[config.mk]
export PLATFORM = sky130hd
export DESIGN_NAME = regfile_scan_reader
export DESIGN_NICKNAME = d
export VERILOG_FILES = /design/src/rtl/regfile_pkg.sv /design/src/rtl/regfile_scan_reader.sv
export SDC_FILE = /design/constraint.sdc
export NUM_CORES = 1
export LEC_CHECK = 0
export ABC_AREA = 1
export BUFFER_PORTS_ARGS = -buffer_cell sky130_fd_sc_hd__buf_2
export CORE_MARGIN = 1
export CORE_UTILIZATION = 34
export CTS_CLUSTER_SIZE = 40
export DETAILED_ROUTE_END_ITERATION = 7
export SLEW_MARGIN = 15
export SYNTH_ARGS = -nofsm -noshare
export SYNTH_HDL_FRONTEND = slang
export SYNTH_SLANG_ARGS = --single-unit
[constraint.sdc]
create_clock -name clk -period 3.6 [get_ports clk]
set_input_delay 0.36 -clock clk [delete_from_list [all_inputs] [get_ports clk]]
set_output_delay 0.36 -clock clk [all_outputs]
set_load 0.005 [all_outputs]
[src/rtl/regfile_pkg.sv]
// Shared definitions for the register-file debug path.
// Holds the register-file geometry and the scan reader FSM state type.
package regfile_pkg;

  localparam int unsigned REG_ADDR_W = 5;
  localparam int unsigned REG_DATA_W = 32;
  localparam int unsigned REG_COUNT  = 32;

  typedef enum logic [1:0] {
    IDLE,
    READ,
    WAIT,
    DONE
  } scan_state_t;

endpackage

[src/rtl/regfile_scan_reader.sv]
// Sequential debug reader for the CPU register file.
// On a start pulse, walks indices FIRST_REG..LAST_REG through one regfile read port.
// Each word is streamed out with its index over a valid/ready handshake.
//
// Ports:
//   clk, rst         clock (rising edge) and asynchronous active-low reset
//   start            scan request, sampled only while idle
//   abort            synchronous abort back to idle, highest priority
//   rf_raddr         regfile read address (driven only in READ, 0 otherwise)
//   rf_rdata         combinational regfile read data
//   dout_valid/ready output handshake
//   dout_data/addr   captured word and its index
//   dout_last        marks the word at LAST_REG
//   busy             high in every state except IDLE
//   done             one-cycle pulse after the final handshake
//   checksum         XOR of all handshaken words (only with SCAN_CHECKSUM_EN)
//
// Optional feature: define SCAN_CHECKSUM_EN to add the checksum output.
module regfile_scan_reader
  import regfile_pkg::*;
#(
  parameter int unsigned ADDR_W    = REG_ADDR_W,
  parameter int unsigned DATA_W    = REG_DATA_W,
  parameter int unsigned FIRST_REG = 0,
  parameter int unsigned LAST_REG  = REG_COUNT - 1
) (
  input  logic              clk,
  input  logic              rst,
  input  logic              start,
  input  logic              abort,
  output logic [ADDR_W-1:0] rf_raddr,
  input  logic [DATA_W-1:0] rf_rdata,
  output logic              dout_valid,
  input  logic              dout_ready,
  output logic [DATA_W-1:0] dout_data,
  output logic [ADDR_W-1:0] dout_addr,
  output logic              dout_last,
  output logic              busy,
  output logic              done
`ifdef SCAN_CHECKSUM_EN
  ,
  output logic [DATA_W-1:0] checksum
`endif
);

  localparam logic [ADDR_W-1:0] FirstIdx = ADDR_W'(FIRST_REG);
  localparam logic [ADDR_W-1:0] LastIdx  = ADDR_W'(LAST_REG);

  scan_state_t       state_q, state_d;
  logic [ADDR_W-1:0] idx_q, idx_d;
  logic [DATA_W-1:0] data_q, data_d;
  logic [ADDR_W-1:0] addr_q, addr_d;
  logic              last_q, last_d;
  logic              valid_q, valid_d;
  logic              hs;

  assign hs = valid_q && dout_ready;

  always_comb begin
    state_d = state_q;
    idx_d   = idx_q;
    data_d  = data_q;
    addr_d  = addr_q;
    last_d  = last_q;
    valid_d = valid_q;
    case (state_q)
      IDLE: begin
        if (start) begin
          state_d = READ;
          idx_d   = FirstIdx;
        end
      end
      READ: begin
        data_d  = rf_rdata;
        addr_d  = idx_q;
        last_d  = (idx_q == LastIdx);
        valid_d = 1'b1;
        state_d = WAIT;
      end
      WAIT: begin
        if (hs) begin
          valid_d = 1'b0;
          if (last_q) begin
            state_d = DONE;
          end else begin
            // last_q guards the increment, so idx never wraps past LAST_REG
            idx_d   = idx_q + ADDR_W'(1);
            state_d = READ;
          end
        end
      end
      DONE: state_d = IDLE;
      default: state_d = IDLE;
    endcase
    // Abort overrides handshake and any other transition
    if (abort && (state_q != IDLE)) begin
      state_d = IDLE;
      valid_d = 1'b0;
    end
  end

  always_ff @(posedge clk or negedge rst) begin
    if (!rst) begin
      state_q <= IDLE;
      idx_q   <= FirstIdx;
      data_q  <= '0;
      addr_q  <= '0;
      last_q  <= 1'b0;
      valid_q <= 1'b0;
    end else begin
      state_q <= state_d;
      idx_q   <= idx_d;
      data_q  <= data_d;
      addr_q  <= addr_d;
      last_q  <= last_d;
      valid_q <= valid_d;
    end
  end

  // The read port belongs to this block only while a word is being fetched
  assign rf_raddr   = (state_q == READ) ? idx_q : '0;
  assign dout_valid = valid_q;
  assign dout_data  = data_q;
  assign dout_addr  = addr_q;
  assign dout_last  = last_q;
  assign busy       = (state_q != IDLE);
  assign done       = (state_q == DONE);

`ifdef SCAN_CHECKSUM_EN
  logic [DATA_W-1:0] csum_q, csum_d;

  always_comb begin
    csum_d = csum_q;
    if ((state_q == IDLE) && start) begin
      csum_d = '0;
    end else if ((state_q == WAIT) && hs && !abort) begin
      csum_d = csum_q ^ data_q;
    end
  end

  always_ff @(posedge clk or negedge rst) begin
    if (!rst) begin
      csum_q <= '0;
    end else begin
      csum_q <= csum_d;
    end
  end

  assign checksum = csum_q;
`endif

endmodule

; Word level (Yosys, flattened, before mapping)
; Cells that the tools add are included.
[word_totals]
reg_bits = 46
inputBits = 37
output_inout_bits = 46
word_cells = 38
[op_classes]
n_addsub = 1
eq_ne = 9
n_mux = 13
reduce_logical = 9
[ops]
columns = operator, n
row1 = two-way mux 5 bit, 4
row2 = case mux 5 bit (2 select lines), 1
row3 = two-way mux 2 bit, 4
row4 = case mux 2 bit (4 select lines), 1
row5 = inequality test 2 bit (second input constant), 3
row6 = inequality test 3 bit (second input constant), 2
row7 = adder 5 x 1 -> 5 bit (second input constant), 1
row8 = == test 5 bit (second input constant), 1
row9 = == test 2 bit (second input constant), 2
row10 = AND reduction 2 bit, 2
row11 = AND reduction 4 bit, 1
row12 = nonzero test 2 bit, 2
row13 = nonzero test 3 bit, 1
row14 = == test 2 x 1 -> 1 bit (second input constant), 1
row15 = logical AND 1 bit, 2
row16 = zero test 2 bit, 1
row17 = two-way mux 1 bit, 2
row18 = case mux 1 bit (2 select lines), 1

; Depth between registers and ports, before layout
; Gate-level depths: netlist of the first run.
[depth]
depth_word = 4
ltp_mapped = 8
depth_no_buf = 8

; Least setup slack after synthesis of the first run
; Ideal clock, no wire load.
[synth_path]
kind = reg2reg
from = register idx_q[0]
to = register idx_q[4]
setup_time_ns = 0.123
arrival_ns = 1.155
required_ns = 3.477
setup_slack_ns = 2.322
stages_incl_launch_ff = 9
n_path_buf = 0
period_less_slack_ns = 1.278
cell_sequence = dfrtp_1 > ha_1 > nand2_1 > nor2_1 > ha_1 > inv_1 > nor2_1 > nand2_1 > nand2_1
[synth_via]
elab_chain_len = 4
[synth_lines]
columns = item, line_no
row1 = from (decl), regfile_scan_reader.sv:50  ; logic [ADDR_W-1:0] idx_q, idx_d;
row2 = from (signal assigned), regfile_scan_reader.sv:105  ; idx_q <= FirstIdx;
row3 = from (signal assigned), regfile_scan_reader.sv:112  ; idx_q <= idx_d;
row4 = adder 5 x 1 -> 5 bit, regfile_scan_reader.sv:87  ; idx_d = idx_q + ADDR_W'(1);
row5 = two-way mux 5 bit, regfile_scan_reader.sv:83  ; if (last_q) begin
row6 = two-way mux 5 bit, regfile_scan_reader.sv:81  ; if (hs) begin
row7 = case mux 5 bit (2 select lines), regfile_scan_reader.sv:66  ; case (state_q)
; No other way between the ends. The select of a mux whose other input is x is not followed.
; A chain may end at the register's enable or synchronous reset.

; Final worst setup path of the first run
[layout_path]
from = register state_q[1]
to = output port rf_raddr[3]
[layout_via]
elab_chain_len = 2
[layout_lines]
columns = item, line_no
row1 = from (decl), regfile_scan_reader.sv:49  ; scan_state_t state_q, state_d;
row2 = from (signal assigned), regfile_scan_reader.sv:111  ; state_q <= state_d;
row3 = == test 2 x 1 -> 1 bit, regfile_scan_reader.sv:121  ; assign rf_raddr = (state_q == READ) ? idx_q : '0;
row4 = two-way mux 5 bit, regfile_scan_reader.sv:121
row5 = to (decl), regfile_scan_reader.sv:31  ; output logic [ADDR_W-1:0] rf_raddr,
; No other way between the ends.

==> key figures, run 1 <==
Outcome
  • Status: finished, final reports clean

Timing
  • RSZ-0062 raised after global routing: false
  • Post-Route Setup TNS: 0 ps
  • Final Cycle Share: 0.571
  • Tmin final: 2050 ps
  • Setup-failing EPs final: 0
  • Peak Freq: 487 MHz
  • Fin worst setup slack: 1550 ps
  • Clk_skew: 5.21 ps
  • Hold Slack: 233 ps
  • Rel. slew slack: 0.338
  • Final-report max-slew violation count: 0
  • Fin. Hold Viols: 0
  • Slew @ Worst Pin: 993 ps

Route
  • Drt total wl: 3960 um
  • Routed wl met3: 276 um
  • Via count: 1432
  • Detailed-route vias per instance: 4.49
  • Final ANT Viol Nets: 0
  • DR WL/cell: 12.4 um
  • Top Layer Used: met4
  • DRC Markers: 0
  • Metal-1 WL: 1880 um
  • TritonRoute pass-1 iters: 4
  • Drt first-iter violations: 68
  • Routed length on met2: 1750 um

Global route
  • Vias in the first global route: 1385
  • First-pass GRT wire length: 6410 um
  • Total global-route track usage: 0.132
  • Largest net degree at the start of global routing: 47
  • GRT overflow: 0
  • Antenna violations before repair: 0

Critical path
  • Arr. time, crit path: 1690 ps
  • Worst EP required: 3240 ps
  • Crit start category: flop
  • CP endpoint kind: primary output
  • Max FO, Critical Path: 35
  • Critical path class: reg2out

Clocking
  • Sinks on Clock Net: 46
  • Clk buf depth: 2
  • CTS HTree Levels: 2
  • Clock Latency Late Sink: 290 ps
  • Clock-pin slew on the worst setup and hold paths: 80 ps
  • Setup Buffers After CTS: 0
  • CTS Buf Count: 5
  • Root buffer cell: clkbuf_8
  • Resize count post-CTS: 0
  • CTS Hold Bufs: 0
  • CTS tree: built

Cells and area
  • Commonest non-fill, non-tap cell in the layout: buf_2
  • Filler Cell Count: 523
  • Most frequent cells in the layout: buf_2, dfrtp_1, mux2_4, nand2_1, nor2_1
  • Area grow syn2layout: 29.6%
  • Utilization after layout: 0.468
  • Design Area, Final: 2640 sq um
  • Nets@finish: 285
  • Share of cells above drive strength 1: 0.518
  • Final Non-Filler Cells: 319
  • ANT cells: 0

Yosys
  • Post-synthesis mux area share: 0.243
  • Syn. warnings: 0
  • Mapped cell area: 2040 sq um
  • Area leader, netlist: dfrtp_1
  • Synth Area in XOR/XNOR: 0
  • Post-Synthesis Cells: 161
  • Largest family of logic cells by synthesized area: multiplexers
  • Post-Synth Adder-Cell Area: 0.0123
  • Top cell type's share of synthesized area: 0.565
  • Simple-Gate Fraction of Synth Area: 0.0994
  • Top cells by area, synth: dfrtp_1, mux2_4, nand2_1
  • Average cell area after synthesis: 12.7 sq um
  • Sequential area share after synthesis: 0.565
  • Compound-gate portion of the synthesized area: 0.0374
  • Yosys cell types: 20
  • Net Count, Synth: 200
  • FF+latch count, synth: 46

Pwr
  • Worst vdd ir: 0.309 mV
  • Pwr dens: 853 nW/um^2
  • Leakage power of the design: 1.45 nW
  • Overall power: 2.25 mW

Placement
  • Dpl cells: 311
  • DP Area: 2500 sq um
  • RePlAce Congestion: 0.776
  • Post-DP HPWL: 2860 um
  • IO Port Bufs: 82
  • Place WS: 1570 ps

Floorplanning
  • Core Box Area: 5640 sq um
  • Row count: 27
  • Initial Utilization: 0.361
  • IO Count: 83
  • Die width: 79.4 um
  • Die Area: 6310 sq um
  • Die Ht: 79.4 um

Worst hold path
  • Hold Crit Class: in2async

Run
  • Max-Cap Viols: 0
-- metal layers --
layer	GRT usage	vias to the layer above
met1	0.171	672
met3	0.0423	7
met4	0.0491	0
li1	-	700
met5	0	-
met2	0.206	53
-- cell families after synthesis --
| kind of cell | Yosys count |
|---|---|
| compound gates | 14 |
| fa+ha+maj | 2 |
| buf+inv | 16 |
| flops | 46 |
| mux | 33 |
| simple gates | 50 |
-- final timing paths --
check                             start  cells past startpoint             to  slack, ps
setup reg to reg             state_q[1]                      4  dout_data[14]       1580
hold / removal                      rst                      1   dout_data[4]        230
setup / recovery             state_q[1]                      4    rf_raddr[3]       1550
min in group clk           rf_rdata[22]                      2  dout_data[22]        290
max in group asynchronous           rst                      1  dout_data[23]       2760
hold reg to reg            dout_addr[0]                      2   dout_addr[0]        490
-- registers in the layout, indices dropped and copies added, names as in the netlist --
name / count
dout_addr: 5
dout_data: 32
dout_last: 1
dout_valid: 1
idx_q: 5
state_q: 2
-- synthesized netlist by cell type, drive strengths merged --
master	instances
dfrtp	46
mux2	33
nand2	33
nor2	14
inv	11
o21ai	11
buf	5
ha	2
a22oi	1
nand3	1
nand4	1
nor3b	1
o21bai	1
o22ai	1
-- report_power, final --
group	internal, mW	leakage (nW)	switching, mW
registers	0.735	0.562	0.122
logic	0.556	0.820	0.381
clock network	0.296	0.0714	0.163
-- critical path, stage by stage, from the launching register on --
cell     delay [ps]
dfrtp_1         420
inv_2           100
nand2_2         490
nor2_1          240
buf_2           150
-- layout make-up --
class | instances | area [sq um] | share of cell area
repair buffers | 83 | 418 | 0.158
flip-flops and latches | 46 | 1150 | 0.436
multi-input cells | 99 | 800 | 0.303
inverters | 11 | 41.3 | 0.0156
clock buffers | 6 | 82.6 | 0.0313
well taps | 72 | 90.1 | 0.0341
clock inverters | 2 | 60.1 | 0.0227
Note: power is estimated with default switching activity, not from simulation.
==> run 2, diff against run 1 <==
ABC_AREA = 0   (was 1)
clock period = 1.78 ns   (was 3.6 ns; I/O delays follow)
==> run 2 against run 1 <==
Net effect: total power up 34%; wire length up 2.8%; synthesized cell count up 28%; clock skew up 1.5 ps; non-clock buffer count up 4; sequential share of layout area up 2.0 points; combinational power down 6.6%; count of clock-buffer cells in the layout unchanged; critical path depth down 1; utilization down 0.63 points; sequential power up 81%; critical path type unchanged; critical endpoint is now rf_raddr[0].
==> key figures, run 2 <==
Timing
  • Rel. slew slack: 0.633 (+0.295)
  • Final-report max-slew violation count: 0 (unchanged)
  • RSZ-0062 raised after global routing: false
  • Slew @ Worst Pin: 551 ps (-442 ps)
  • Final Cycle Share: 0.917
  • Setup-failing EPs final: 0 (unchanged)
  • Tmin final: 1630 ps
  • Post-Route Setup TNS: 0 ps (unchanged)
  • Peak Freq: 613 MHz
  • Clk_skew: 6.73 ps (+1.52 ps)
  • Fin. Hold Viols: 0 (unchanged)

Pwr
  • Leakage power of the design: 1.49 nW (+2.2%)
  • Worst vdd ir: 0.460 mV (+49%)
  • Overall power: 3.02 mW (+34%)
  • Pwr dens: 1200 nW/um^2 (+40%)

Cells and area
  • Share of cells above drive strength 1: 0.349 (-0.169)
  • Area grow syn2layout: 31.1%
  • Utilization after layout: 0.462 (-0.00635)
  • Design Area, Final: 2530 sq um (-4.3%)
  • Most frequent cells in the layout: nand2_1, buf_2, dfrtp_1, inv_1
  • Commonest non-fill, non-tap cell in the layout: nand2_1
  • Max reg flops: 32 (unchanged)
  • Nets@finish: 328 (+15%)
  • Filler Cell Count: 588 (+12%)
  • ANT cells: 0 (unchanged)

Critical path
  • Critical path depth: 3 (-1)
  • Critical R2R Launch: state_q[1]
  • Arr. time, crit path: 1450 ps (-240 ps)
  • Critical-path top delay cell: dfrtp_1
  • Worst EP required: 1600 ps (-1640 ps)
  • Buf/Inv on CP: 1 (-1)
  • Worst r2r path cells: 3 (-1)
  • Slowest stage delay, CP: 580 ps (+90 ps)
  • R2r setup slk: 320 ps (-1260 ps)
  • Crit start category: flop
  • Worst setup startpoint: state_q[0]
  • Critical path class: reg2out
  • Critical Path Sink: rf_raddr[0]
  • Family with the most delay on the worst path: flip-flops
  • Crit Reg-Reg Endpoint: idx_q[0]
  • Crit path cell chain: nor2b_2 > and2_1 > buf_2
  • CP endpoint kind: primary output
  • Max FO, Critical Path: 10 (-71%)

Placement
  • RePlAce Congestion: 0.709 (-8.6%)
  • IO Port Bufs: 82 (unchanged)
  • Post-DP HPWL: 2900 um (+1.4%)
  • DP Area: 2430 sq um (-2.7%)

Route
  • Via count: 1598 (+12%)
  • Drt total wl: 4080 um (+2.8%)
  • Routed wl met3: 232 um (-16%)
  • DRC Markers: 0 (unchanged)
  • Metal-1 WL: 1880 um (-0.11%)
  • TritonRoute pass-1 iters: 4 (unchanged)
  • Detailed-route vias per instance: 4.43 (-1.4%)
  • DR WL/cell: 11.3 um (-9.1%)
  • Drt first-iter violations: 42 (-38%)
  • Routed length on met2: 1930 um (+10%)
  • Top Layer Used: met4
  • Final ANT Viol Nets: 0 (unchanged)

Outcome
  • Status: finished, final reports clean

Floorplanning
  • Core Box Area: 5470 sq um (-3.0%)
  • Die Area: 5980 sq um (-5.2%)
  • Die Ht: 77.3 um (-2.6%)
  • Die width: 77.3 um (-2.6%)
  • IO Count: 83 (unchanged)
  • Row count: 27 (unchanged)
  • Initial Utilization: 0.353 (-0.00874)

Yosys
  • Area leader, netlist: dfrtp_1
  • Synth Area in XOR/XNOR: 0 (unchanged)
  • Post-synth EDFFs: 0 (unchanged)
  • Yosys cell types: 28 (+40%)
  • Top cell type's share of synthesized area: 0.597 (+0.0319)
  • Sequential area share after synthesis: 0.597 (+0.0319)
  • Most frequent cell after synthesis: nand2_1
  • Post-Synthesis Cells: 206 (+28%)
  • Simple-Gate Fraction of Synth Area: 0.273 (+0.174)
  • Post-synthesis mux area share: 0.0233 (-0.220)
  • Mapped cell area: 1930 sq um (-5.3%)
  • Largest family of logic cells by synthesized area: simple AND/OR/NAND/NOR gates
  • Compound-gate portion of the synthesized area: 0.0532 (+0.0157)
  • Primary FF master, synth: dfrtp_1
  • Post-Synth Adder-Cell Area: 0.0130 (+0.000693)
  • Async S/R FF share, synth: 1.00 (unchanged)
  • Top cells by area, synth: dfrtp_1, nand2_1, a21o_1
  • Average cell area after synthesis: 9.37 sq um (-26%)
  • Syn. warnings: 0 (unchanged)
  • FF+latch count, synth: 46 (unchanged)
  • Post-synth top cells: nand2_1, dfrtp_1, buf_2, inv_1
  • Net Count, Synth: 245 (+23%)

Global route
  • Total global-route track usage: 0.153 (+0.0208)
  • GRT overflow: 0 (unchanged)
  • First-pass GRT wire length: 7130 um (+11%)
  • Largest net degree at the start of global routing: 35 (-26%)
  • Antenna violations before repair: 0 (unchanged)
  • Vias in the first global route: 1581 (+14%)

Clocking
  • CTS Buf Count: 5 (unchanged)
  • Clk buf depth: 2 (unchanged)
  • Root buffer cell: clkbuf_8
  • CTS HTree Levels: 2 (unchanged)
  • Clock-pin slew on the worst setup and hold paths: 80 ps (about the same)
  • Clock Latency Late Sink: 290 ps (about the same)
  • Sinks on Clock Net: 46 (unchanged)
  • Setup Buffers After CTS: 0 (unchanged)
  • CTS tree: built

Worst hold path
  • Hold Crit Class: in2reg

Run
  • Max-Cap Viols: 0 (unchanged)
-- run 2: changes by cell type after synthesis, moves of 5 or more --
cell      delta
buf_2        +5
nor2_1       -8
nand2_1     +70
mux2_4      -32
a21o_1       +5
o21ai_0      -9
nand2b_1     +5
-- run 2: repair_timing --
action	4_1_cts	5_1_grt
hold endpoints to repair	22	0
hold buffers	1	0
endpoints found under the setup margin	0	4
resized for setup	0	1
-- run 2: cell type report --
cell class,instances,area (sq um),area share
timing repair buffer,87,475,0.188
inverter,6,22.5,0.00891
sequential,46,1150,0.455
clock inverter,1,7.51,0.00297
clock buffer,6,72.6,0.0287
multi-input combinational,143,709,0.281
tap,72,90.1,0.0356
-- run 2: logic make-up after synthesis --
family                     count (synthesis)
and+or+nand+nor                          124
DFF                                       46
buffers and inverters                     17
AOI/OAI and AO/OA                         13
muxes                                      4
adders and majority gates                  2
-- run 2: routing by layer --
layer,up-vias,global-route usage
met1,743,0.185
met3,2,0.0435
li1,802,-
met2,51,0.256
met5,-,0
met4,0,0.0623
-- run 2: worst min-delay path by stage --
stage | startpoint | end | slack, ps | cells after the start
after floorplan | rst | dout_addr[0] | -120 | 0
after global placement | rst | dout_data[2] | 200 | 1
after detailed placement | rst | dout_data[29] | 210 | 1
after CTS | abort | state_q[1] | 40 | 2
after global routing | abort | state_q[1] | 40 | 2
final | abort | state_q[1] | 50 | 2
-- run 2: report_power, final --
group          switching, mW  internal, mW
clock                  0.331         0.270
sequential             0.198          1.35
combinational          0.445         0.431
-- run 2: through the flow --
step	worst slack, ps	hold WS, ps	instances
floorplan	490	-118	206
global placement	356	204	353
detailed placement	312	205	353
CTS	11.3	43.4	361
global route	38.8	42.3	361
finish	147	52.1	361
